### config.mk
export PLATFORM = sky130hd
export DESIGN_NAME = ps2_arrow_decoder_flat
export DESIGN_NICKNAME = d
export VERILOG_FILES = /design/src/rtl/ps2_pkg.sv /design/src/rtl/ps2_arrow_decoder_if.sv /design/src/rtl/ps2_rx_frame.sv /design/src/rtl/ps2_arrow_decoder.sv /design/src/flat_wrapper.sv
export SDC_FILE = /design/constraint.sdc
export NUM_CORES = 1
export LEC_CHECK = 0
export ABC_AREA = 1
export BUFFER_PORTS_ARGS = -buffer_cell sky130_fd_sc_hd__buf_2
export CAP_MARGIN = 0
export CORE_MARGIN = 2
export CORE_UTILIZATION = 29
export DETAILED_ROUTE_END_ITERATION = 10
export PLACE_DENSITY_LB_ADDON = 0.3
export SYNTH_ARGS = -nofsm -noshare
export SYNTH_HDL_FRONTEND = slang
export SYNTH_SLANG_ARGS = --single-unit
### constraint.sdc
create_clock -name pclk -period 3.4 [get_ports pclk]
set_input_delay 0.17 -clock pclk [delete_from_list [all_inputs] [get_ports pclk]]
set_output_delay 0.17 -clock pclk [all_outputs]
set_load 0.02 [all_outputs]
### src/rtl/ps2_pkg.sv
// Shared PS/2 definitions: scan codes, arrow bit positions (car_ctl ARROW_* order)
// and the state encodings of the frame receiver and the scan-code decoder.
package ps2_pkg;

  localparam logic [7:0] SC_EXT   = 8'hE0;
  localparam logic [7:0] SC_BRK   = 8'hF0;
  localparam logic [7:0] SC_UP    = 8'h75;
  localparam logic [7:0] SC_DOWN  = 8'h72;
  localparam logic [7:0] SC_LEFT  = 8'h6B;
  localparam logic [7:0] SC_RIGHT = 8'h74;

  localparam int ARROW_UP    = 0;
  localparam int ARROW_DOWN  = 1;
  localparam int ARROW_LEFT  = 2;
  localparam int ARROW_RIGHT = 3;

  localparam logic [1:0] FRM_IDLE   = 2'd0;
  localparam logic [1:0] FRM_DATA   = 2'd1;
  localparam logic [1:0] FRM_PARITY = 2'd2;
  localparam logic [1:0] FRM_STOP   = 2'd3;

  localparam logic [1:0] DEC_BASE    = 2'd0;
  localparam logic [1:0] DEC_EXT     = 2'd1;
  localparam logic [1:0] DEC_BRK     = 2'd2;
  localparam logic [1:0] DEC_EXT_BRK = 2'd3;

  // One-hot key mask for an extended arrow code, zero for anything else.
  function automatic logic [3:0] arrow_mask(input logic [7:0] code);
    logic [3:0] m;
    m = 4'b0000;
    case (code)
      SC_UP:    m[ARROW_UP]    = 1'b1;
      SC_DOWN:  m[ARROW_DOWN]  = 1'b1;
      SC_LEFT:  m[ARROW_LEFT]  = 1'b1;
      SC_RIGHT: m[ARROW_RIGHT] = 1'b1;
      default:  m = 4'b0000;
    endcase
    return m;
  endfunction

endpackage

### src/rtl/ps2_arrow_decoder_if.sv
// Bundle between a PS/2 line driver (master) and the arrow decoder (slave).
// rx_valid and frame_err are single-cycle strobes with no ready/backpressure:
// a consumer must take rx_byte in the cycle rx_valid is high.
interface ps2_arrow_decoder_if;
  logic       ps2_clk;
  logic       ps2_data;
  logic [3:0] key;
  logic [7:0] rx_byte;
  logic       rx_valid;
  logic       frame_err;
  logic [1:0] frame_state;
  logic [1:0] dec_state;

  modport master (
    output ps2_clk, ps2_data,
    input  key, rx_byte, rx_valid, frame_err, frame_state, dec_state
  );

  modport slave (
    input  ps2_clk, ps2_data,
    output key, rx_byte, rx_valid, frame_err, frame_state, dec_state
  );
endinterface

### src/rtl/ps2_rx_frame.sv
// PS/2 byte receiver: line synchronisers, ps2_clk glitch filter, 11-bit frame FSM
// with odd-parity/stop checking and an inactivity timeout.
module ps2_rx_frame
  import ps2_pkg::*;
#(
  parameter int FILTER_LEN = 8,
  parameter int TIMEOUT    = 65000
) (
  input  logic       pclk,
  input  logic       rst,
  input  logic       ps2_clk,
  input  logic       ps2_data,
  output logic [7:0] rx_byte,
  output logic       rx_valid,
  output logic       frame_err,
  output logic [1:0] state
);

  localparam int FW = $clog2(FILTER_LEN + 1);
  localparam int TW = $clog2(TIMEOUT + 1);

  logic [1:0]    clk_sync;
  logic [1:0]    data_sync;
  logic [FW-1:0] filt_cnt;
  logic          filt_clk;
  logic          filt_clk_d;
  logic          fall;
  logic          sample;
  logic [2:0]    bit_cnt;
  logic [7:0]    shift_q;
  logic          par_q;
  logic [TW-1:0] to_cnt;

  // Lines idle high, so synchronisers and filter come out of reset at 1.
  always_ff @(posedge pclk or posedge rst) begin
    if (rst) begin
      clk_sync  <= 2'b11;
      data_sync <= 2'b11;
    end else begin
      clk_sync  <= {clk_sync[0], ps2_clk};
      data_sync <= {data_sync[0], ps2_data};
    end
  end

  always_ff @(posedge pclk or posedge rst) begin
    if (rst) begin
      filt_cnt   <= '0;
      filt_clk   <= 1'b1;
      filt_clk_d <= 1'b1;
    end else begin
      filt_clk_d <= filt_clk;
      if (clk_sync[1] == filt_clk) begin
        filt_cnt <= '0;
      end else if (filt_cnt == FW'(FILTER_LEN - 1)) begin
        filt_clk <= clk_sync[1];
        filt_cnt <= '0;
      end else begin
        filt_cnt <= filt_cnt + 1'b1;
      end
    end
  end

  assign fall   = filt_clk_d & ~filt_clk;
  assign sample = data_sync[1];

  always_ff @(posedge pclk or posedge rst) begin
    if (rst) begin
      state     <= FRM_IDLE;
      bit_cnt   <= '0;
      shift_q   <= '0;
      par_q     <= 1'b0;
      to_cnt    <= '0;
      rx_byte   <= '0;
      rx_valid  <= 1'b0;
      frame_err <= 1'b0;
    end else begin
      rx_valid  <= 1'b0;
      frame_err <= 1'b0;

      // Timeout only runs mid-frame and restarts on every accepted clock edge.
      if (state == FRM_IDLE || fall) begin
        to_cnt <= '0;
      end else if (to_cnt == TW'(TIMEOUT - 1)) begin
        to_cnt    <= '0;
        state     <= FRM_IDLE;
        frame_err <= 1'b1;
      end else begin
        to_cnt <= to_cnt + 1'b1;
      end

      if (fall) begin
        case (state)
          FRM_IDLE: begin
            if (!sample) begin
              state   <= FRM_DATA;
              bit_cnt <= '0;
            end
          end
          FRM_DATA: begin
            shift_q <= {sample, shift_q[7:1]};
            if (bit_cnt == 3'd7) begin
              state <= FRM_PARITY;
            end else begin
              bit_cnt <= bit_cnt + 1'b1;
            end
          end
          FRM_PARITY: begin
            par_q <= sample;
            state <= FRM_STOP;
          end
          FRM_STOP: begin
            state <= FRM_IDLE;
            if (sample && (^{shift_q, par_q})) begin
              rx_byte  <= shift_q;
              rx_valid <= 1'b1;
            end else begin
              frame_err <= 1'b1;
            end
          end
          default: state <= FRM_IDLE;
        endcase
      end
    end
  end

endmodule

### src/rtl/ps2_arrow_decoder.sv
// PS/2 keyboard arrow-key decoder: receives bytes via ps2_rx_frame and tracks the
// make/break state of the four extended arrow keys.
module ps2_arrow_decoder
  import ps2_pkg::*;
#(
  parameter int FILTER_LEN = 8,
  parameter int TIMEOUT    = 65000
) (
  input  logic                 pclk,
  input  logic                 rst,
  ps2_arrow_decoder_if.slave   bus
);

  logic [7:0] rx_byte;
  logic       rx_valid;
  logic       frame_err;
  logic [1:0] frame_state;
  logic [1:0] dec_state;
  logic [3:0] key;
  logic [3:0] mask;

  ps2_rx_frame #(
    .FILTER_LEN (FILTER_LEN),
    .TIMEOUT    (TIMEOUT)
  ) u_rx (
    .pclk      (pclk),
    .rst       (rst),
    .ps2_clk   (bus.ps2_clk),
    .ps2_data  (bus.ps2_data),
    .rx_byte   (rx_byte),
    .rx_valid  (rx_valid),
    .frame_err (frame_err),
    .state     (frame_state)
  );

  assign mask = arrow_mask(rx_byte);

  // Non-extended codes never touch key; a bad frame drops any pending prefix.
  always_ff @(posedge pclk or posedge rst) begin
    if (rst) begin
      dec_state <= DEC_BASE;
      key       <= 4'b0000;
    end else if (frame_err) begin
      dec_state <= DEC_BASE;
    end else if (rx_valid) begin
      case (dec_state)
        DEC_BASE: begin
          if (rx_byte == SC_EXT)      dec_state <= DEC_EXT;
          else if (rx_byte == SC_BRK) dec_state <= DEC_BRK;
          else                        dec_state <= DEC_BASE;
        end
        DEC_EXT: begin
          if (mask != 4'b0000) begin
            key       <= key | mask;
            dec_state <= DEC_BASE;
          end else if (rx_byte == SC_BRK) begin
            dec_state <= DEC_EXT_BRK;
          end else if (rx_byte == SC_EXT) begin
            dec_state <= DEC_EXT;
          end else begin
            dec_state <= DEC_BASE;
          end
        end
        DEC_EXT_BRK: begin
          key       <= key & ~mask;
          dec_state <= DEC_BASE;
        end
        DEC_BRK: dec_state <= DEC_BASE;
        default: dec_state <= DEC_BASE;
      endcase
    end
  end

  assign bus.key         = key;
  assign bus.rx_byte     = rx_byte;
  assign bus.rx_valid    = rx_valid;
  assign bus.frame_err   = frame_err;
  assign bus.frame_state = frame_state;
  assign bus.dec_state   = dec_state;

endmodule

### src/flat_wrapper.sv
// flat-port wrapper written by rule: the top's interface ports become plain ports
module ps2_arrow_decoder_flat import ps2_pkg::*;
#(
  parameter int FILTER_LEN = 8,
  parameter int TIMEOUT    = 65000
)
  (pclk, rst, bus_ps2_clk, bus_ps2_data, bus_key, bus_rx_byte, bus_rx_valid, bus_frame_err, bus_frame_state, bus_dec_state);
  ps2_arrow_decoder_if bus_i ();
  input  logic pclk;
  input  logic rst;
  input wire logic [$bits(bus_i.ps2_clk)-1:0] bus_ps2_clk;
  input wire logic [$bits(bus_i.ps2_data)-1:0] bus_ps2_data;
  output wire logic [$bits(bus_i.key)-1:0] bus_key;
  output wire logic [$bits(bus_i.rx_byte)-1:0] bus_rx_byte;
  output wire logic [$bits(bus_i.rx_valid)-1:0] bus_rx_valid;
  output wire logic [$bits(bus_i.frame_err)-1:0] bus_frame_err;
  output wire logic [$bits(bus_i.frame_state)-1:0] bus_frame_state;
  output wire logic [$bits(bus_i.dec_state)-1:0] bus_dec_state;
  assign bus_i.ps2_clk = bus_ps2_clk;
  assign bus_i.ps2_data = bus_ps2_data;
  assign bus_key = bus_i.key;
  assign bus_rx_byte = bus_i.rx_byte;
  assign bus_rx_valid = bus_i.rx_valid;
  assign bus_frame_err = bus_i.frame_err;
  assign bus_frame_state = bus_i.frame_state;
  assign bus_dec_state = bus_i.dec_state;
  ps2_arrow_decoder #(.FILTER_LEN(FILTER_LEN), .TIMEOUT(TIMEOUT)) u_core (.pclk(pclk), .rst(rst), .bus(bus_i));
endmodule
==> results.env <==
CRITICAL-PATH-MAX-STAGE-DELAY_NS=0.53
DESIGN.FINAL.NETS=415
POST-CTS-SETUP-BUFFER-COUNT=0
TIMING.FMAX_MHz=605.6
GLOBALROUTEOVERFLOWTOTAL=0
POST_SYNTH_INSTANCE_AREA_UM2=3000
FINALCRITICALPERIOD_NS=1.651
CRITPATHLAUNCH='u_core.u_rx.filt_clk_d'
DRC_ERRORS=0
DIE_EXTENT_IN_Y_UM=105.7
FP-ROW-COUNT=37
WORST-SLEW-PIN-TRANSITION_NS=0.8410
WIRE_PER_INST_UM=10.84
SYNTHESIS.YOSYS.WARNINGS=0
NUMBER_OF_GLOBAL_ROUTE_VIAS_BEFORE_REPAIR=2321
HOLD_BUFFERS=2
FILL_CELLS=1100
FIN_WORST_SKEW_NS=0.01027
DIE_WIDTH_UM=105.7
ARRIVAL_NS=1.86
CAP_VIOLATIONS=0
GRT.MET3_USAGE_PCT=2.659
AREA_ENCLOSED_BY_THE_DIE_BOUNDARY_UM2=11180
POSTROUTEANTENNANETS=0
SLEW_HEADROOM_PCT=43.85
CLKSLEWWORSTSETUPHOLDPATHS_NS=0.11
STARTPOINT_TYPE='flip-flop'
TIMING_MAX_TRANSITION_VIOLATIONS_FINAL=0
REG2REG_FROM='u_core.u_rx.filt_clk_d'
CELL_AREA_POWER_DENSITY_nW_PER_UM2=448.5
TRITONCTS='yes'
GRT_MAX_DEGREE=42
YOSYSUNIQUECELLTYPES=34
PLACEMENT.SETUP.WORST_SLACK_NS=1.742
PATH_CLASS='reg2reg'
SYNTH_AREA_PER_CELL_UM2=7.917
GLOBAL_ROUTE.USAGE.TOTAL_PCT=11.16
GRT_PASS1_WL_MM=10.47
POST_ROUTE_CELLS_DRIVE_ABOVE_1_SHARE_PCT=15.93
RSZ_0062_RAISED_AFTER_GLOBAL_ROUTING='no'
ENDPOINT_KIND='flip-flop'
LEADING_CELL_TYPE_IN_THE_LAYOUT_FILL_AND_TAPS_EXCLUDED='nand2_1'
YOSYS_REGISTER_BITS=56
SYNTHTOLAYOUTAREAGROWTH_PCT=12.80
CTSRESIZECOUNT=0
RUN_STATUS='complete, no violations'
GP_CONGESTION=0.8277
DETAIL_ROUTE.VIAS_PER_CELL=4.483
MAX-CLOCK-PATH-BUFFERS=2
SYNTH.YOSYS.SEQ_AREA_SHARE_PCT=46.96
N_DIODES=0
CRITICAL_PATH.MAX_FANOUT=10
PEAKVDDDROP_uV=214.6
GRT_ANTENNA_BEFORE_REPAIR=0
SYNTH_CELLS=379
GLOBALROUTEMET1UTIL_PCT=15.55
CRIT_CHAIN='inv_1 -> nor2_2 -> inv_1 -> nor2_4 -> nand4_4 -> nand2_1 -> nand2_1'
DETAILROUTE.VIA_COUNT=2439
WORST_PATH_REQUIRED_TIME_NS=3.61
CP_SLOWEST_CELL='dfstp_2'
SETUP-VIOLATIONS-FINAL=0
FIRST_ITER_VIOLATIONS=159
FLOORPLAN.INITIALDENSITY_PCT=29.46
FIN_TNS_SETUP_NS=0
SYNTH_ENABLE_FLOP_CELLS=0
CORE_REGION_AREA_UM2=10180
LAYOUT_SETUP_WS_NS=1.749
PORT_BUFFERS=21
TOP_LIBRARY_CELLS_BY_USAGE_IN_THE_LAYOUT_FILL_AND_TAPS_ASIDE='106 x nand2_1, 50 x inv_1, 50 x dfrtp_1'
HTREE_NUM_LEVELS=2
REPORT.FINAL.HOLD_VIOL_COUNT=0
CTSROOTBUFFERMASTER='clkbuf_8'
GRT-BUSIEST-LAYER='met2'
TIMING.HOLD.WORST.CLASS='in2async'
YS_ASYNC_SR_FRACTION_PCT=100.0
DRTPASS1ITERATIONS=4
SYNTHESIS.NETS=387
DRT-TOTAL-WL_MM=5.897
CLK_LATENCY_NS=0.31
LEAKAGEPOWER_nW=1.588
NUMBER_OF_CTS_INSERTED_BUFFERS=5
FINAL_MIN_PERIOD_OVER_CLOCK_PERIOD_PCT=48.57
YS_DOMINANT_REG_CELL='dfrtp_1'
PLACE_HPWL_MM=4.550
DESIGN.PORTCOUNT=22
CLK_SINKS=56
GRTUSAGEMET2_PCT=17.88
layout make-up:
| cell class | instances | area [um^2] | share of cell area, % |
|---|---|---|---|
| well taps | 136 | 170.2 | 5.028 |
| flip-flops and latches | 56 | 1409 | 41.63 |
| multi-input cells | 266 | 1376 | 40.67 |
| repair buffers | 24 | 132.6 | 3.919 |
| clock inverters | 3 | 25.02 | 0.7394 |
| clock buffers | 5 | 68.82 | 2.033 |
| inverters | 54 | 202.7 | 5.989 |
per-stage QoR:
| stage | total power, W | util (%) | hold slack, ns | instance area (um^2) | instances |
|---|---|---|---|---|---|
| after floorplan | 0.001066 | - | 0.1745 | 3000 | 379 |
| after global placement | 0.001145 | 32.11 | 0.2759 | 3271 | 534 |
| after detailed placement | 0.001156 | 32.11 | 0.2845 | 3271 | 534 |
| after CTS | 0.001545 | 33.23 | 0.05379 | 3385 | 544 |
| after global routing | 0.001629 | 33.23 | 0.1033 | 3385 | 544 |
| final | 0.001518 | 33.23 | 0.01557 | 3385 | 544 |
worst max-delay path: cells and delay by family, from the launching register on:
kind                   cells  cell delay [ns]
and+or+nand+nor            5             0.83
DFF                        1             0.53
buffers and inverters      2             0.18
cell families (layout without fill, tap and decap cells):
logic type / after synthesis / in the layout / synth area share (%)
mux: 2 / 2 / 0.7089
fa+ha+maj: 4 / 4 / 1.668
buf+inv: 57 / 86 / 7.172
compound gates: 31 / 31 / 5.630
xor+xnor: 7 / 7 / 2.043
simple gates: 222 / 222 / 35.82
flops: 56 / 56 / 46.96
worst paths after layout:
path                                       endpoint  slack (ns)  cells past startpoint
min reg2reg                u_core.u_rx.data_sync[1]        0.36                      0
max                          u_core.u_rx.rx_byte[4]        1.75                      7
max reg2reg                  u_core.u_rx.rx_byte[4]        1.75                      7
min                                       async pin        0.02                      2
max in group asynchronous   u_core.u_rx.clk_sync[0]        2.60                      3
min in group pclk          u_core.u_rx.data_sync[1]        0.36                      0
flip-flops by register name, indices dropped and copies added, names as in the netlist, named ones only:
signal and cells:
u_core.u_rx.data_sync 2, u_core.u_rx.shift_q 8, u_core.u_rx.bit_cnt 3, u_core.u_rx.rx_byte 8, u_core.bus.dec_state 2, u_core.u_rx.state 2, u_core.u_rx.filt_clk 1, u_core.u_rx.rx_valid 1
u_core.u_rx.filt_clk_d 1, u_core.u_rx.to_cnt 16, u_core.u_rx.par_q 1, u_core.u_rx.frame_err 1, u_core.u_rx.clk_sync 2, u_core.u_rx.filt_cnt 4
Yosys cell counts, types with 3 or more instances:
| cell type | count | area (um^2) |
|---|---|---|
| dfstp_2 | 6 | 157.7 |
| nor2_4 | 3 | 33.78 |
| ha_1 | 4 | 50.05 |
| dfrtp_1 | 50 | 1251 |
| a21oi_1 | 6 | 30.03 |
| o211ai_1 | 3 | 22.52 |
| nor2_2 | 3 | 18.77 |
| nand3_1 | 22 | 110.1 |
| xor2_1 | 7 | 61.31 |
| inv_1 | 51 | 191.4 |
| nor3_1 | 16 | 80.08 |
| nor2_1 | 32 | 120.1 |
| inv_2 | 3 | 11.26 |
| nor3_2 | 4 | 40.04 |
| nand3_2 | 3 | 30.03 |
| nand2_2 | 7 | 43.79 |
| nand2_1 | 106 | 397.9 |
| o21ai_0 | 17 | 85.08 |
| nand4_1 | 16 | 100.1 |
per-layer routing:
layer / routed length, um / share of wire (%)
met2: 2531 / 43
met5: 0 / 0
met1: 3110 / 53
met4: 19 / 0.32
met3: 235 / 4.0
where the power goes:
part           internal, W  leakage, nW  total, W  switching [W]
Clock             0.000151       0.0452  0.000381       0.000230
Sequential        0.000737        0.752  0.000794      0.0000568
Combinational     0.000104        0.791  0.000343       0.000239
No activity file was read; power rests on OpenSTA's default activity.
